===== config.mk =====
export PLATFORM = sky130hd
export DESIGN_NAME = rv_plic_target
export DESIGN_NICKNAME = d
export VERILOG_FILES = /design/src/rtl/rv_plic_target.sv
export SDC_FILE = /design/constraint.sdc
export NUM_CORES = 1
export LEC_CHECK = 0
export CAP_MARGIN = 20
export CORE_UTILIZATION = 49
export CTS_CLUSTER_DIAMETER = 30
export DETAILED_ROUTE_END_ITERATION = 8
export PLACE_DENSITY = 0.95
export SLEW_MARGIN = 5
export SYNTH_ARGS = -nofsm -noshare
export SYNTH_HDL_FRONTEND = slang
export SYNTH_SLANG_ARGS = --single-unit

===== constraint.sdc =====
create_clock -name clk_i -period 52.8 [get_ports clk_i]
set_input_delay 5.28 -clock clk_i [delete_from_list [all_inputs] [get_ports clk_i]]
set_output_delay 5.28 -clock clk_i [all_outputs]
set_load 0.02 [all_outputs]

===== src/rtl/rv_plic_target.sv =====
// rv_plic_target: per-target PLIC stage sitting after the interrupt gateway.
// Picks the highest-priority enabled pending source above the target
// threshold, drives a registered irq/irq_id, and emits one-cycle claim and
// complete pulses back to the gateway.
//
// Source index i carries interrupt ID i+1; ID 0 means "no interrupt".
//
// Ports:
//   clk_i, rst_ni  clock, synchronous active-low reset
//   ip, ie         pending bits from gateway, per-source enable
//   prio           priority of source i at [i*PRIOW +: PRIOW]
//   threshold      target priority threshold
//   claim_req      claim-register read strobe
//   complete_req   claim-register write strobe, with complete_id
//   irq, irq_id    interrupt request and winning ID (0 when irq=0)
//   claim_ack      one-cycle claim response, claim_id valid with it
//   claim          one-hot claim pulse to gateway
//   complete       one-hot complete pulse to gateway
//
// Configuration:
//   RV_PLIC_TARGET_PIPE_EN  registers the two half-tree winners, making the
//                           irq/irq_id latency 2 cycles and the claim settle
//                           window 2 cycles. Undefined: single-stage arbiter.
module rv_plic_target #(
  parameter int unsigned N_SOURCE = 32,
  parameter int unsigned MAX_PRIO = 7,
  parameter int unsigned PRIOW    = $clog2(MAX_PRIO + 1),
  parameter int unsigned SRCW     = $clog2(N_SOURCE + 1)
) (
  input  logic                      clk_i,
  input  logic                      rst_ni,
  input  logic [N_SOURCE-1:0]       ip,
  input  logic [N_SOURCE-1:0]       ie,
  input  logic [N_SOURCE*PRIOW-1:0] prio,
  input  logic [PRIOW-1:0]          threshold,
  input  logic                      claim_req,
  input  logic                      complete_req,
  input  logic [SRCW-1:0]           complete_id,
  output logic                      irq,
  output logic [SRCW-1:0]           irq_id,
  output logic                      claim_ack,
  output logic [SRCW-1:0]           claim_id,
  output logic [N_SOURCE-1:0]       claim,
  output logic [N_SOURCE-1:0]       complete
);

  localparam int unsigned Half = N_SOURCE / 2;

  // ---------------------------------------------------------------------------
  // Arbitration, first half: best source in each half of the index range.
  // Strict '>' keeps the lowest index on ties and never lets prio 0 win.
  // ---------------------------------------------------------------------------
  logic [PRIOW-1:0] lo_prio, hi_prio, p_cur;
  logic [SRCW-1:0]  lo_id, hi_id;

  always_comb begin
    lo_prio = '0;
    lo_id   = '0;
    hi_prio = '0;
    hi_id   = '0;
    p_cur   = '0;
    for (int unsigned i = 0; i < N_SOURCE; i++) begin
      p_cur = prio[i*PRIOW +: PRIOW];
      if (ip[i] && ie[i]) begin
        if (i < Half) begin
          if (p_cur > lo_prio) begin
            lo_prio = p_cur;
            lo_id   = SRCW'(i + 1);
          end
        end else if (p_cur > hi_prio) begin
          hi_prio = p_cur;
          hi_id   = SRCW'(i + 1);
        end
      end
    end
  end

  logic [PRIOW-1:0] s2_lo_prio, s2_hi_prio, s2_thr;
  logic [SRCW-1:0]  s2_lo_id, s2_hi_id;

`ifdef RV_PLIC_TARGET_PIPE_EN
  logic [PRIOW-1:0] lo_prio_q, hi_prio_q, thr_q;
  logic [SRCW-1:0]  lo_id_q, hi_id_q;

  // Threshold travels with the half winners so its latency matches ip/prio.
  always_ff @(posedge clk_i) begin
    if (!rst_ni) begin
      lo_prio_q <= '0;
      hi_prio_q <= '0;
      thr_q     <= '0;
      lo_id_q   <= '0;
      hi_id_q   <= '0;
    end else begin
      lo_prio_q <= lo_prio;
      hi_prio_q <= hi_prio;
      thr_q     <= threshold;
      lo_id_q   <= lo_id;
      hi_id_q   <= hi_id;
    end
  end

  assign s2_lo_prio = lo_prio_q;
  assign s2_hi_prio = hi_prio_q;
  assign s2_thr     = thr_q;
  assign s2_lo_id   = lo_id_q;
  assign s2_hi_id   = hi_id_q;
`else
  assign s2_lo_prio = lo_prio;
  assign s2_hi_prio = hi_prio;
  assign s2_thr     = threshold;
  assign s2_lo_id   = lo_id;
  assign s2_hi_id   = hi_id;
`endif

  // ---------------------------------------------------------------------------
  // Arbitration, final merge and threshold compare.
  // ---------------------------------------------------------------------------
  logic [PRIOW-1:0] win_prio;
  logic [SRCW-1:0]  win_id;
  logic             irq_d, irq_q;
  logic [SRCW-1:0]  irq_id_d, irq_id_q;

  always_comb begin
    win_prio = s2_lo_prio;
    win_id   = s2_lo_id;
    // Upper half only wins when strictly higher: ties stay with lower index.
    if (s2_hi_prio > s2_lo_prio) begin
      win_prio = s2_hi_prio;
      win_id   = s2_hi_id;
    end
    irq_d    = (win_prio > s2_thr);
    irq_id_d = irq_d ? win_id : '0;
  end

  always_ff @(posedge clk_i) begin
    if (!rst_ni) begin
      irq_q    <= 1'b0;
      irq_id_q <= '0;
    end else begin
      irq_q    <= irq_d;
      irq_id_q <= irq_id_d;
    end
  end

  assign irq    = irq_q;
  assign irq_id = irq_id_q;

  // ---------------------------------------------------------------------------
  // Claim FSM: Idle -> Ack -> Settle (-> Settle2 when pipelined) -> Idle.
  // The settle window lets the gateway drop ip and the arbiter catch up before
  // the next claim samples irq_id.
  // ---------------------------------------------------------------------------
  typedef enum logic [1:0] {StIdle, StAck, StSettle, StSettle2} claim_st_e;

  claim_st_e       state_q, state_d;
  logic            pending_q, pending_d;
  logic [SRCW-1:0] cap_q, cap_d;

  always_comb begin
    state_d   = state_q;
    pending_d = pending_q;
    cap_d     = cap_q;
    unique case (state_q)
      StIdle: begin
        if (claim_req || pending_q) begin
          cap_d     = irq_id_q;
          pending_d = 1'b0;
          state_d   = StAck;
        end
      end
      StAck: begin
        if (claim_req) pending_d = 1'b1;
        state_d = StSettle;
      end
      StSettle: begin
        if (claim_req) pending_d = 1'b1;
`ifdef RV_PLIC_TARGET_PIPE_EN
        state_d = StSettle2;
`else
        state_d = StIdle;
`endif
      end
      StSettle2: begin
        if (claim_req) pending_d = 1'b1;
        state_d = StIdle;
      end
    endcase
  end

  always_ff @(posedge clk_i) begin
    if (!rst_ni) begin
      state_q   <= StIdle;
      pending_q <= 1'b0;
      cap_q     <= '0;
    end else begin
      state_q   <= state_d;
      pending_q <= pending_d;
      cap_q     <= cap_d;
    end
  end

  assign claim_ack = (state_q == StAck);
  assign claim_id  = claim_ack ? cap_q : '0;

  // ID 0 matches no bit, so an empty claim pulses nothing.
  always_comb begin
    claim = '0;
    for (int unsigned i = 0; i < N_SOURCE; i++) begin
      claim[i] = claim_ack && (cap_q == SRCW'(i + 1));
    end
  end

  // ---------------------------------------------------------------------------
  // Complete path: independent of the claim FSM. Out-of-range IDs (0 or
  // above N_SOURCE) match no bit and are dropped.
  // ---------------------------------------------------------------------------
  logic [N_SOURCE-1:0] complete_d, complete_q;

  always_comb begin
    complete_d = '0;
    for (int unsigned i = 0; i < N_SOURCE; i++) begin
      complete_d[i] = complete_req && (complete_id == SRCW'(i + 1));
    end
  end

  always_ff @(posedge clk_i) begin
    if (!rst_ni) complete_q <= '0;
    else         complete_q <= complete_d;
  end

  assign complete = complete_q;

endmodule

==> flow_metrics.env <==
export IMPL_first_iter_violations=542
export IMPL_cts_root_buffer="clkbuf_16"
export IMPL_cts_setup_buffers=0
export IMPL_synth_edff_count=0
export IMPL_min_from="state_q[0]$_SDFFE_PN0P_"
export IMPL_syn_area_um2=6339
export IMPL_powerDensity_nw_per_um2=32.15
export IMPL_finalSetupViolations=0
export IMPL_syn_area_per_cell_um2=7.261
export IMPL_drive_above_1_share=0.04558
export IMPL_synth_simple_area_share=0.2758
export IMPL_cts_tree="built"
export IMPL_yosysWarnings=0
export IMPL_layout_common_cells="clkdlybuf4s50_1 (250), nor2_1 (124), ha_1 (96), inv_1 (80), nand2_1 (70)"
export IMPL_met3_length_mm=1.574
export IMPL_die_h_um=115.7
export IMPL_clockPowerShare=0.122
export IMPL_hold_path_end="state_q[0]$_SDFFE_PN0P_"
export IMPL_synth_async_sr_flop_share=0
export IMPL_worstMarginPinSlew_ps=872.7
export IMPL_grt_pass1_vias=7059
export IMPL_crit_slowest_cell="a211oi_1"
export IMPL_synth_mux_area_frac=0.07481
export IMPL_ir_drop_v=0.00002236
export IMPL_vias_per_cell=5.721
export IMPL_grt_max_degree=17
export IMPL_cp_required_ps=52950
export IMPL_min_period_ps=30520
export IMPL_hp_class="flop to flop"
export IMPL_grt_pass1_wl_mm=31.69
export IMPL_yosysSeqAreaShare=0.1516
export IMPL_grt_usage=0.2927
export IMPL_drc=0
export IMPL_fin_setup_tns_ps=0
export IMPL_cp_common_cell="ha_1"
export IMPL_clock_skew_ps=3.522
export IMPL_syn_to_final_growth_pct=44.85
export IMPL_antenna_found_initial=1
export IMPL_overflow=0
export IMPL_highest_layer="met5"
export IMPL_max_stage_delay_ps=690
export IMPL_core_area_um2=12620
export IMPL_cts_htree_levels=2
export IMPL_synth_seq_cells=48
export IMPL_pre_cts_ws_ps=22390
export IMPL_ant_nets=0
export IMPL_p_switching_mw=0.1362
export IMPL_report_final_slew_viol_count=0
export IMPL_n_antenna_cell=0
export IMPL_yosysUniqueCellTypes=66
export IMPL_swShare=0.4613
export IMPL_maxCapViolations=0
export IMPL_seqPwrFrac=0.133
export IMPL_firstDrtPassIters=8
export IMPL_clkSlewWorstSetupHoldPaths_ps=60
export IMPL_dieArea_um2=13390
export IMPL_fmax_mhz=32.76
export IMPL_place_gp_congestion=0.9334
export IMPL_fin_crit_sh=0.5781
export IMPL_io_pin_count=251
export IMPL_die_width_um=115.7
export IMPL_ys_flop_type="dfxtp_1"
export IMPL_final_setup_worst_slack_ps=22280
export IMPL_worstSetupPathType="primary input to flop"
export IMPL_status="completed"
export IMPL_hold_buffers=0
export IMPL_clk_latency_ps=280
export IMPL_slew_limit_headroom=0.4147
export IMPL_post_dp_hpwl_mm=17.31
export IMPL_syn_nets=1142
export IMPL_rr_endpoint="cap_q[2]$_SDFFE_PN0P_"
export IMPL_rr_startpoint="state_q[1]$_SDFFE_PN0P_"
export IMPL_final_cell_count_no_fill=1291
export IMPL_arrival_ps=30670
export IMPL_rows=41
export IMPL_start_util=0.5023
export IMPL_cp_max_fo=11
export IMPL_final_common_cell="clkdlybuf4s50_1"
export IMPL_wirelength_mm=20.02
export IMPL_combPwrFrac=0.745
export IMPL_syn_instance_count=873
export IMPL_end_kind="flop"
export IMPL_p_int_mw=0.1590
export IMPL_cts_buffer_depth=2
export IMPL_vias=7386
export IMPL_synth_xor_xnor_area_share=0
export IMPL_grt_setup_unrepaired="false"
export IMPL_critPathLaunchType="primary input"
export IMPL_synth_top_family_by_area="simple AND/OR/NAND/NOR gates"
export IMPL_cts_resized=0
export IMPL_clock_sinks=48
export IMPL_hold_violations=0
export IMPL_met1_length_mm=7.837
export IMPL_rrSetupSlack_ps=51540
export IMPL_leakage_nw=3.986
export IMPL_drt_wirelength_per_cell_um=15.50
export IMPL_finalPower_mw=0.2952
export IMPL_synth_compound_area_frac=0.2531
export IMPL_numCtsBuffers=5
export IMPL_port_buffers=250
export IMPL_place_inst=1283
export IMPL_yosys_area_share_adder=0.1895
export IMPL_nNetsFinal=1387
export IMPL_wl_met2_mm=9.780
export IMPL_holdPathStages=1
export IMPL_reg2reg_depth=4
-- final cells by class --
| class | count | area [um^2] |
|---|---|---|
| Clock buffer | 5 | 125.1 |
| Clock inverter | 3 | 46.29 |
| Fill cell | 980 | 3438 |
| Inverter | 81 | 304.0 |
| Multi-Input combinational cell | 732 | 5027 |
| Sequential cell | 48 | 960.9 |
| Tap cell | 172 | 215.2 |
| Timing Repair Buffer | 250 | 2502 |
-- sequential cells by signal, summed over array words and instances, names as in the netlist --
signal,count
complete,32
cap_q,6
irq_id,6
state_q,2
irq,1
pending_q,1
-- per-stage QoR --
stage | utilization | hold WS (ps) | instance area (um^2)
3_3_place_gp | 0.7140 | 422.4 | 9010
2_1_floorplan | - | 413.2 | 6339
3_5_place_dp | 0.7140 | 432.8 | 9010
4_1_cts | 0.7275 | 446.9 | 9181
6_report | 0.7275 | 445.3 | 9181
5_1_grt | 0.7275 | 467.4 | 9181
-- synthesized netlist by cell type (3+ instances only) --
master,number,area (um^2)
a2111oi_0,6,52.55
a211o_1,5,43.79
a211oi_1,8,60.06
a21o_1,12,90.09
a21oi_1,48,240.2
a31oi_1,16,100.1
and2_1,18,112.6
and3_1,22,137.6
clkbuf_1,9,33.78
dfxtp_1,48,960.9
ha_1,96,1201
inv_1,80,300.3
mux2_2,16,180.2
mux2_4,4,60.06
mux2i_1,22,220.2
nand2_1,70,262.8
nand2b_1,13,81.33
nand3_1,29,145.1
nand4_1,5,31.28
nor2_1,124,465.5
nor2b_1,43,269.0
nor3_1,18,90.09
nor3b_1,6,45.04
o211a_1,5,50.05
o211ai_1,19,142.6
o21a_1,18,135.1
o21ai_0,34,170.2
o21ai_1,7,35.03
o21bai_1,3,22.52
o311ai_0,5,43.79
o31a_1,4,35.03
o31ai_1,8,60.06
o31ai_2,3,37.54
or2_2,8,50.05
-- critical path, delay by kind of cell --
kind | cells | cell delay, ps
AOI/OAI and AO/OA | 49 | 13040
buffers and inverters | 10 | 1320
and+or+nand+nor | 29 | 4270
muxes | 7 | 2320
adders and majority gates | 17 | 4470
-- kinds of logic (layout without fill, tap and decap cells) --
logic type / count (synthesis) / in the layout
adder cells (fa/ha/maj): 96 / 96
buffers and inverters: 93 / 339
AO/OA/AOI/OAI: 230 / 230
multiplexers: 43 / 43
flip-flops: 48 / 48
AND/OR/NAND/NOR: 363 / 363
-- layer usage --
metal,track usage,up-vias
met3,0.05649,64
met5,0,-
met1,0.3200,3350
met2,0.5441,319
li1,-,3651
met4,0.1350,2
-- power by group through the flow --
stage | Combinational (mW) | Sequential (mW) | Clock [mW]
final | 0.220 | 0.0392 | 0.0360
after detailed placement | 0.216 | 0.0401 | 0
after CTS | 0.218 | 0.0393 | 0.0364
after floorplan | 0.158 | 0.0410 | 0
after global placement | 0.208 | 0.0400 | 0
after global routing | 0.248 | 0.0394 | 0.0380
-- how the worst max path moves through the flow --
stage	from	endpoint	slack, ps	cells past startpoint
after CTS	ie[16]	irq_id[0]$_SDFF_PN0_	22610	113
after global routing	ip[16]	irq_id[0]$_SDFF_PN0_	20010	113
after floorplan	ip[16]	irq_id[0]$_SDFF_PN0_	25930	110
after global placement	ip[16]	irq_id[0]$_SDFF_PN0_	22910	112
final	ip[16]	irq_id[0]$_SDFF_PN0_	22280	112
after detailed placement	ie[16]	irq_id[0]$_SDFF_PN0_	22390	112
No activity file was read; power rests on OpenSTA's default activity.
